**config.mk**
```make
export PLATFORM = sky130hd
export DESIGN_NAME = vga_timing_gen
export DESIGN_NICKNAME = d
export VERILOG_FILES = /design/src/rtl/vga_pkg.sv /design/src/rtl/vga_axis_counter.sv /design/src/rtl/vga_timing_gen.sv
export SDC_FILE = /design/constraint.sdc
export NUM_CORES = 1
export LEC_CHECK = 0
export BUFFER_PORTS_ARGS = -buffer_cell sky130_fd_sc_hd__buf_2
export CORE_MARGIN = 2
export CORE_UTILIZATION = 33
export DETAILED_ROUTE_END_ITERATION = 8
export PLACE_DENSITY = 0.53
export SLEW_MARGIN = 25
export SYNTH_ARGS = -nofsm -noshare
export SYNTH_HDL_FRONTEND = slang
export SYNTH_SLANG_ARGS = --single-unit
```
**constraint.sdc**
```tcl
create_clock -name CLK_100MHz -period 2.1 [get_ports CLK_100MHz]
set_input_delay 0.21 -clock CLK_100MHz [delete_from_list [all_inputs] [get_ports CLK_100MHz]]
set_output_delay 0.21 -clock CLK_100MHz [all_outputs]
set_load 0.02 [all_outputs]
```
**src/rtl/vga_pkg.sv**
```systemverilog
// Shared VGA timing constants (640x480@60 defaults), total-length helper and RGB field widths.
package vga_pkg;

    localparam int DEF_H_ACTIVE = 640;
    localparam int DEF_H_FP     = 16;
    localparam int DEF_H_SYNC   = 96;
    localparam int DEF_H_BP     = 48;
    localparam int DEF_V_ACTIVE = 480;
    localparam int DEF_V_FP     = 10;
    localparam int DEF_V_SYNC   = 2;
    localparam int DEF_V_BP     = 33;

    localparam int RGB_R_W = 4;
    localparam int RGB_G_W = 4;
    localparam int RGB_B_W = 4;
    localparam int RGB_W   = RGB_R_W + RGB_G_W + RGB_B_W;

    function automatic int vga_total(input int active, input int fp, input int sync, input int bp);
        return active + fp + sync + bp;
    endfunction

endpackage

```
**src/rtl/vga_axis_counter.sv**
```systemverilog
// One VGA axis (horizontal or vertical): position counter with blank/sync decoded from the
// next count so they stay aligned with the registered count.
module vga_axis_counter
    import vga_pkg::*;
#(
    parameter int ACTIVE = 640,
    parameter int FP     = 16,
    parameter int SYNC   = 96,
    parameter int BP     = 48,
    parameter bit POL    = 1'b0,
    parameter int CNT_W  = 11
) (
    input  logic             clk,
    input  logic             srst,
    input  logic             step,
    output logic [CNT_W-1:0] count,
    output logic             blank,
    output logic             sync,
    output logic             wrap
);

    localparam int               TOTAL      = vga_total(ACTIVE, FP, SYNC, BP);
    localparam logic [CNT_W-1:0] LAST       = CNT_W'(TOTAL - 1);
    localparam logic [31:0]      ACT_L      = 32'(ACTIVE);
    localparam logic [31:0]      SYNC_START = 32'(ACTIVE + FP);
    localparam logic [31:0]      SYNC_END   = 32'(ACTIVE + FP + SYNC);

    logic [CNT_W-1:0] count_next;
    logic [31:0]      count_next_w;

    always_comb begin
        wrap       = step && (count == LAST);
        count_next = count;
        if (wrap) begin
            count_next = '0;
        end else if (step) begin
            count_next = count + CNT_W'(1);
        end
        // Widened copy so sync/blank bounds may equal TOTAL without overflowing CNT_W.
        count_next_w = 32'(count_next);
    end

    always_ff @(posedge clk) begin
        if (srst) begin
            count <= '0;
            blank <= 1'b0;
            sync  <= ~POL;
        end else begin
            count <= count_next;
            blank <= (count_next_w >= ACT_L);
            sync  <= ((count_next_w >= SYNC_START) && (count_next_w < SYNC_END)) ? POL : ~POL;
        end
    end

endmodule

```
**src/rtl/vga_timing_gen.sv**
```systemverilog
// Parametrised VGA timing generator with pixel/line/frame/update strobes.
// Optional colour-bar output PatternRGB when VGA_TEST_PATTERN_EN is defined.
module vga_timing_gen
    import vga_pkg::*;
#(
    parameter int CLK_DIV  = 4,
    parameter int H_ACTIVE = DEF_H_ACTIVE,
    parameter int H_FP     = DEF_H_FP,
    parameter int H_SYNC   = DEF_H_SYNC,
    parameter int H_BP     = DEF_H_BP,
    parameter int V_ACTIVE = DEF_V_ACTIVE,
    parameter int V_FP     = DEF_V_FP,
    parameter int V_SYNC   = DEF_V_SYNC,
    parameter int V_BP     = DEF_V_BP,
    parameter bit HS_POL   = 1'b0,
    parameter bit VS_POL   = 1'b0,
    parameter int COORD_W  = 11
) (
    input  logic               CLK_100MHz,
    input  logic               Reset,
    input  logic [7:0]         FrameDiv,
    output logic               HS,
    output logic               VS,
    output logic               HBlank,
    output logic               VBlank,
    output logic [COORD_W-1:0] CurrentX,
    output logic [COORD_W-1:0] CurrentY,
    output logic               PixelTick,
    output logic               LineTick,
    output logic               FrameTick,
    output logic               UpdateTick
`ifdef VGA_TEST_PATTERN_EN
    ,
    output logic [RGB_W-1:0]   PatternRGB
`endif
);

    localparam int H_TOTAL   = vga_total(H_ACTIVE, H_FP, H_SYNC, H_BP);
    localparam int V_TOTAL   = vga_total(V_ACTIVE, V_FP, V_SYNC, V_BP);
    localparam int MAX_TOTAL = (H_TOTAL > V_TOTAL) ? H_TOTAL : V_TOTAL;
    localparam int DIV_W     = (CLK_DIV > 1) ? $clog2(CLK_DIV) : 1;

    localparam logic [DIV_W-1:0]   DIV_LAST    = DIV_W'(CLK_DIV - 1);
    localparam logic [COORD_W-1:0] Y_PRE_BLANK = COORD_W'(V_ACTIVE - 1);

    generate
        if (CLK_DIV < 1) begin : g_bad_clk_div
            $error("vga_timing_gen: CLK_DIV must be >= 1");
        end
        if (longint'(MAX_TOTAL - 1) >= (longint'(1) << COORD_W)) begin : g_bad_coord_w
            $error("vga_timing_gen: COORD_W too narrow for max(H_TOTAL, V_TOTAL) - 1");
        end
    endgenerate

    logic [DIV_W-1:0] div_cnt_reg;
    logic             pixel_step;
    logic             h_wrap;
    logic             v_wrap;
    logic             frame_step;
    logic [7:0]       frame_cnt_reg;
    logic [7:0]       div_lat_reg;
    logic [7:0]       frame_div_eff;

    assign pixel_step    = (div_cnt_reg == DIV_LAST);
    assign frame_step    = h_wrap && (CurrentY == Y_PRE_BLANK);
    assign frame_div_eff = (FrameDiv == 8'd0) ? 8'd1 : FrameDiv;

    vga_axis_counter #(
        .ACTIVE (H_ACTIVE),
        .FP     (H_FP),
        .SYNC   (H_SYNC),
        .BP     (H_BP),
        .POL    (HS_POL),
        .CNT_W  (COORD_W)
    ) u_h_axis (
        .clk   (CLK_100MHz),
        .srst  (Reset),
        .step  (pixel_step),
        .count (CurrentX),
        .blank (HBlank),
        .sync  (HS),
        .wrap  (h_wrap)
    );

    vga_axis_counter #(
        .ACTIVE (V_ACTIVE),
        .FP     (V_FP),
        .SYNC   (V_SYNC),
        .BP     (V_BP),
        .POL    (VS_POL),
        .CNT_W  (COORD_W)
    ) u_v_axis (
        .clk   (CLK_100MHz),
        .srst  (Reset),
        .step  (h_wrap),
        .count (CurrentY),
        .blank (VBlank),
        .sync  (VS),
        .wrap  (v_wrap)
    );

    // Strobes are registered on the same edge the counters advance, so each pulse
    // shares its cycle with the coordinates it describes.
    always_ff @(posedge CLK_100MHz) begin
        if (Reset) begin
            div_cnt_reg   <= '0;
            frame_cnt_reg <= 8'd0;
            div_lat_reg   <= frame_div_eff;
            PixelTick     <= 1'b0;
            LineTick      <= 1'b0;
            FrameTick     <= 1'b0;
            UpdateTick    <= 1'b0;
        end else begin
            div_cnt_reg <= pixel_step ? '0 : div_cnt_reg + DIV_W'(1);
            PixelTick   <= pixel_step;
            LineTick    <= h_wrap;
            FrameTick   <= frame_step;
            UpdateTick  <= 1'b0;
            if (frame_step) begin
                if (frame_cnt_reg == div_lat_reg - 8'd1) begin
                    UpdateTick    <= 1'b1;
                    frame_cnt_reg <= 8'd0;
                    div_lat_reg   <= frame_div_eff;
                end else begin
                    frame_cnt_reg <= frame_cnt_reg + 8'd1;
                end
            end
        end
    end

`ifdef VGA_TEST_PATTERN_EN
    localparam int BAR_W = (H_ACTIVE / 8 > 0) ? H_ACTIVE / 8 : 1;

    logic [COORD_W-1:0] x_next;
    logic [COORD_W-1:0] y_next;
    logic [2:0]         bar_idx;
    logic [RGB_W-1:0]   pattern_next;

    always_comb begin
        x_next = CurrentX;
        y_next = CurrentY;
        if (h_wrap) begin
            x_next = '0;
            y_next = v_wrap ? '0 : CurrentY + COORD_W'(1);
        end else if (pixel_step) begin
            x_next = CurrentX + COORD_W'(1);
        end
        bar_idx      = 3'(int'(x_next) / BAR_W);
        pattern_next = '0;
        if ((int'(x_next) < H_ACTIVE) && (int'(y_next) < V_ACTIVE)) begin
            pattern_next = {{RGB_R_W{bar_idx[2]}}, {RGB_G_W{bar_idx[1]}}, {RGB_B_W{bar_idx[0]}}};
        end
    end

    always_ff @(posedge CLK_100MHz) begin
        if (Reset) begin
            PatternRGB <= '0;
        end else begin
            PatternRGB <= pattern_next;
        end
    end
`else
    // The vertical wrap only feeds the colour-bar logic.
    logic unused_v_wrap;
    assign unused_v_wrap = v_wrap;
`endif

endmodule

```
==> impl_results.md <==
- Result of the run: finished, final reports clean
- Routed wire per std cell: around 13 um
- Hold Crit Depth: 1
- Clock Path Buffers: 2
- Placer Congestion: between 0.8 and 0.9
- Number of instances in the synthesized netlist: ~290
- Yosys warns: 0
- Row cnt: 32
- Area of the core region: roughly 0.0076 mm^2
- Clock network latency to the later pin of the worst-skew pair: 0.30 ns
- Sort of element at the end of the critical path: register
- Period Utilization, post-route: roughly 96%
- Number of enable-type register cells in the synthesized netlist: 8
- Number of violations reported at the end of detailed-routing iteration 0: 146
- Share of post-route cells with drive strength above 1: 29.10%
- Via-per-instance ratio: slightly below 5
- Design area: roughly 0.0032 mm^2
- Post-synth net total: 309
- # DRC: 0
- Crit path time final: ~2.0 ns
- Setup WS pre-CTS: roughly 0.0044 ns
- Final worst-path setup slack: approximately 0.09 ns
- DPL Wire Length: approximately 4.3 mm
- Residual overflow from global routing: 0
- Detailed-routing iteration count for the pre-antenna-repair pass: 4
- Kind of critical path: register to register
- Flop-to-flop setup slack: 0.09 ns
- Wire length after detailed routing: 5.867 mm
- TritonCTS sink count: 48
- CTS tree: yes
- Root buffer cell: sky130_fd_sc_hd__clkbuf_8
- Hold Path Class: primary input to register
- Initial core utilization: 33.64%
- CTS H-tree depth: 2
- Vias in the first global route: 2089
- Ant. Diodes: 0
- Worst-case reg-to-reg path depth: 8
- Max Fanout on Critical Path: 8
- Antenna violations before repair: 0
- Final standard cell utilization of the core: between 40% and 50%
- Routed via count: ~2200
- Clk slew on worst S/H paths: ~0.080 ns
- Number of nets still failing antenna checks after routing: 0
- Height of the die: between 90 and 100 um
- P per Cell Area: around 510 mW/mm^2
- Maximum vdd drop: ~0.34 mV
- Share of synthesized area occupied by flip-flops and latches: 40.47%
- GR Util All Layers: ~14%
- Top Ports: 40
- TritonCTS Buffers: 5
- Post-layout total power: around 1.6 mW
- Count of buffers from port buffering: 39
- Flop and latch count out of synthesis: 48
- Worst-case clock skew: between 0.01 and 0.015 ns
- Maximum frequency from static timing analysis: around 0.50 GHz
- Syn Area/Cell: a little under 9 um^2
- Arrival time worst endpoint: between 2 and 2.5 ns
- Largest net degree at the start of global routing: 32
- Count of maximum capacitance violations: 0
- Largest registers in the final layout: u_h_axis.count (11), u_v_axis.count (11)
- Synth-to-Final Area Change: 24.76%
- Most common cell after layout, fill and taps aside: sky130_fd_sc_hd__buf_2
- Placed Instance Area: around 0.0031 mm^2
- Number of hold violations in the final report: 0
- Launching element type of the critical path: register
- Leak pwr: about 1.3 nW
- Most used cells in the layout excluding fill and tap cells: sky130_fd_sc_hd__buf_2, sky130_fd_sc_hd__dfxtp_1, sky130_fd_sc_hd__buf_4
- First-pass GRT wire length: slightly below 10 mm
- Post-CTS Hold Buffers: 0
- Die Wd: between 90 and 100 um
- Dominant register cell in the synthesized netlist: sky130_fd_sc_hd__dfxtp_1
- Number of distinct library cells after synthesis: 48
- Area of the mapped netlist: 0.002572 mm^2
- Area enclosed by the die boundary: about 0.0085 mm^2
- Slew @ Worst Pin: 0.6254 ns
- Remaining max-slew budget at the tightest pin: slightly below 60%
- Async SR Flop Fraction: 0%
- Endpoints failing setup: 0
- Data required time of the worst path: about 2.2 ns
- Final net count: ~370
- Final Max Tran Viols: 0
cell type report:
class / count / area (um^2)
clock inverters: 2 / 11.26
clock buffers: 6 / 72.57
repair buffers: 75 / 465.4
fillers: 776 / 4438
flip-flops and latches: 48 / 1044
inverters: 7 / 26.28
well taps: 102 / 127.6
multi-input cells: 216 / 1463
critical path, cell delays in order (launching register included):
cell and delay, ns:
sky130_fd_sc_hd__edfxtp_1 0.41, sky130_fd_sc_hd__inv_2 0.09, sky130_fd_sc_hd__ha_4 0.17, sky130_fd_sc_hd__nor2_1 0.05, sky130_fd_sc_hd__and4_1 0.22, sky130_fd_sc_hd__a211oi_2 0.23
sky130_fd_sc_hd__o22ai_1 0.12, sky130_fd_sc_hd__and4_1 0.18, sky130_fd_sc_hd__or2_4 0.30
report_power, final:
group,internal [mW],switching (mW)
registers,0.956,0.0160
logic,0.0640,0.0672
clock network,0.232,0.309
total,1.25,0.392
final timing paths:
check / start / to
min reg2reg: div_cnt_reg[0] / div_cnt_reg[0]
max: div_lat_reg[1] / div_lat_reg[6]
max reg2reg: div_lat_reg[1] / div_lat_reg[6]
min: FrameDiv[3] / div_lat_reg[3]
metal layers:
metal  up-vias  global-route usage [%]  share of wire, %
li1       1140                       -                 -
met1      1041                   20.08                48
met2        63                   22.37                46
met3         4                   2.848               4.4
met4         0                   4.478               1.3
met5         -                       0                 0
logic make-up (layout without fill, tap and decap cells):
logic type      Yosys count  after routing  synth area share [%]
compound gates           28             28                 7.635
buf+inv                  29             90                 5.107
simple gates            141            141                 29.77
flops                    48             48                 40.47
mux                       3              3                 1.167
xor+xnor                 38             38                 12.94
fa+ha+maj                 6              6                 2.918
per-stage QoR:
stage,hold WS [ns],std cells,TNS [ns]
6_report,0.1059,456,0
5_1_grt,0.08586,456,-0.03987
4_1_cts,0.09166,455,0
3_5_place_dp,0.4067,447,0
3_3_place_gp,0.4045,447,0
2_1_floorplan,0.2963,293,0
repair_timing:
| action | in CTS | in global routing |
|---|---|---|
| setup endpoints to repair | 8 | 29 |
| setup buffers | 0 | 1 |
| endpoints found under the hold margin | 0 | 0 |
| pin swaps | 0 | 4 |
| resized for setup | 1 | 9 |
synthesized netlist by cell type (2+ instances only):
library cell	instances	area, um^2
sky130_fd_sc_hd__dfxtp_1	40	800.8
sky130_fd_sc_hd__nor2_1	31	116.4
sky130_fd_sc_hd__nand2_1	25	93.84
sky130_fd_sc_hd__nor3_1	23	115.1
sky130_fd_sc_hd__xor2_1	20	175.2
sky130_fd_sc_hd__xnor2_1	18	157.7
sky130_fd_sc_hd__clkbuf_1	13	48.80
sky130_fd_sc_hd__nand3_1	12	60.06
sky130_fd_sc_hd__nand4_1	11	68.82
sky130_fd_sc_hd__and3_1	9	56.30
sky130_fd_sc_hd__edfxtp_1	8	240.2
sky130_fd_sc_hd__a21oi_1	7	35.03
sky130_fd_sc_hd__inv_1	7	26.28
sky130_fd_sc_hd__ha_1	6	75.07
sky130_fd_sc_hd__and4_1	5	43.79
sky130_fd_sc_hd__and2_1	4	25.02
sky130_fd_sc_hd__buf_2	3	15.01
sky130_fd_sc_hd__buf_4	3	22.52
sky130_fd_sc_hd__mux2i_1	3	30.03
sky130_fd_sc_hd__nor2b_1	3	18.77
sky130_fd_sc_hd__nor3_2	3	30.03
sky130_fd_sc_hd__nor3b_1	3	22.52
sky130_fd_sc_hd__nor4_1	3	18.77
sky130_fd_sc_hd__o21ai_0	3	15.01
sky130_fd_sc_hd__a211oi_1	2	15.01
sky130_fd_sc_hd__a22oi_1	2	15.01
sky130_fd_sc_hd__a31oi_1	2	12.51
sky130_fd_sc_hd__buf_1	2	7.510
sky130_fd_sc_hd__o21bai_1	2	15.01
sky130_fd_sc_hd__o31ai_1	2	15.01
(Power assumes the default switching activity.)
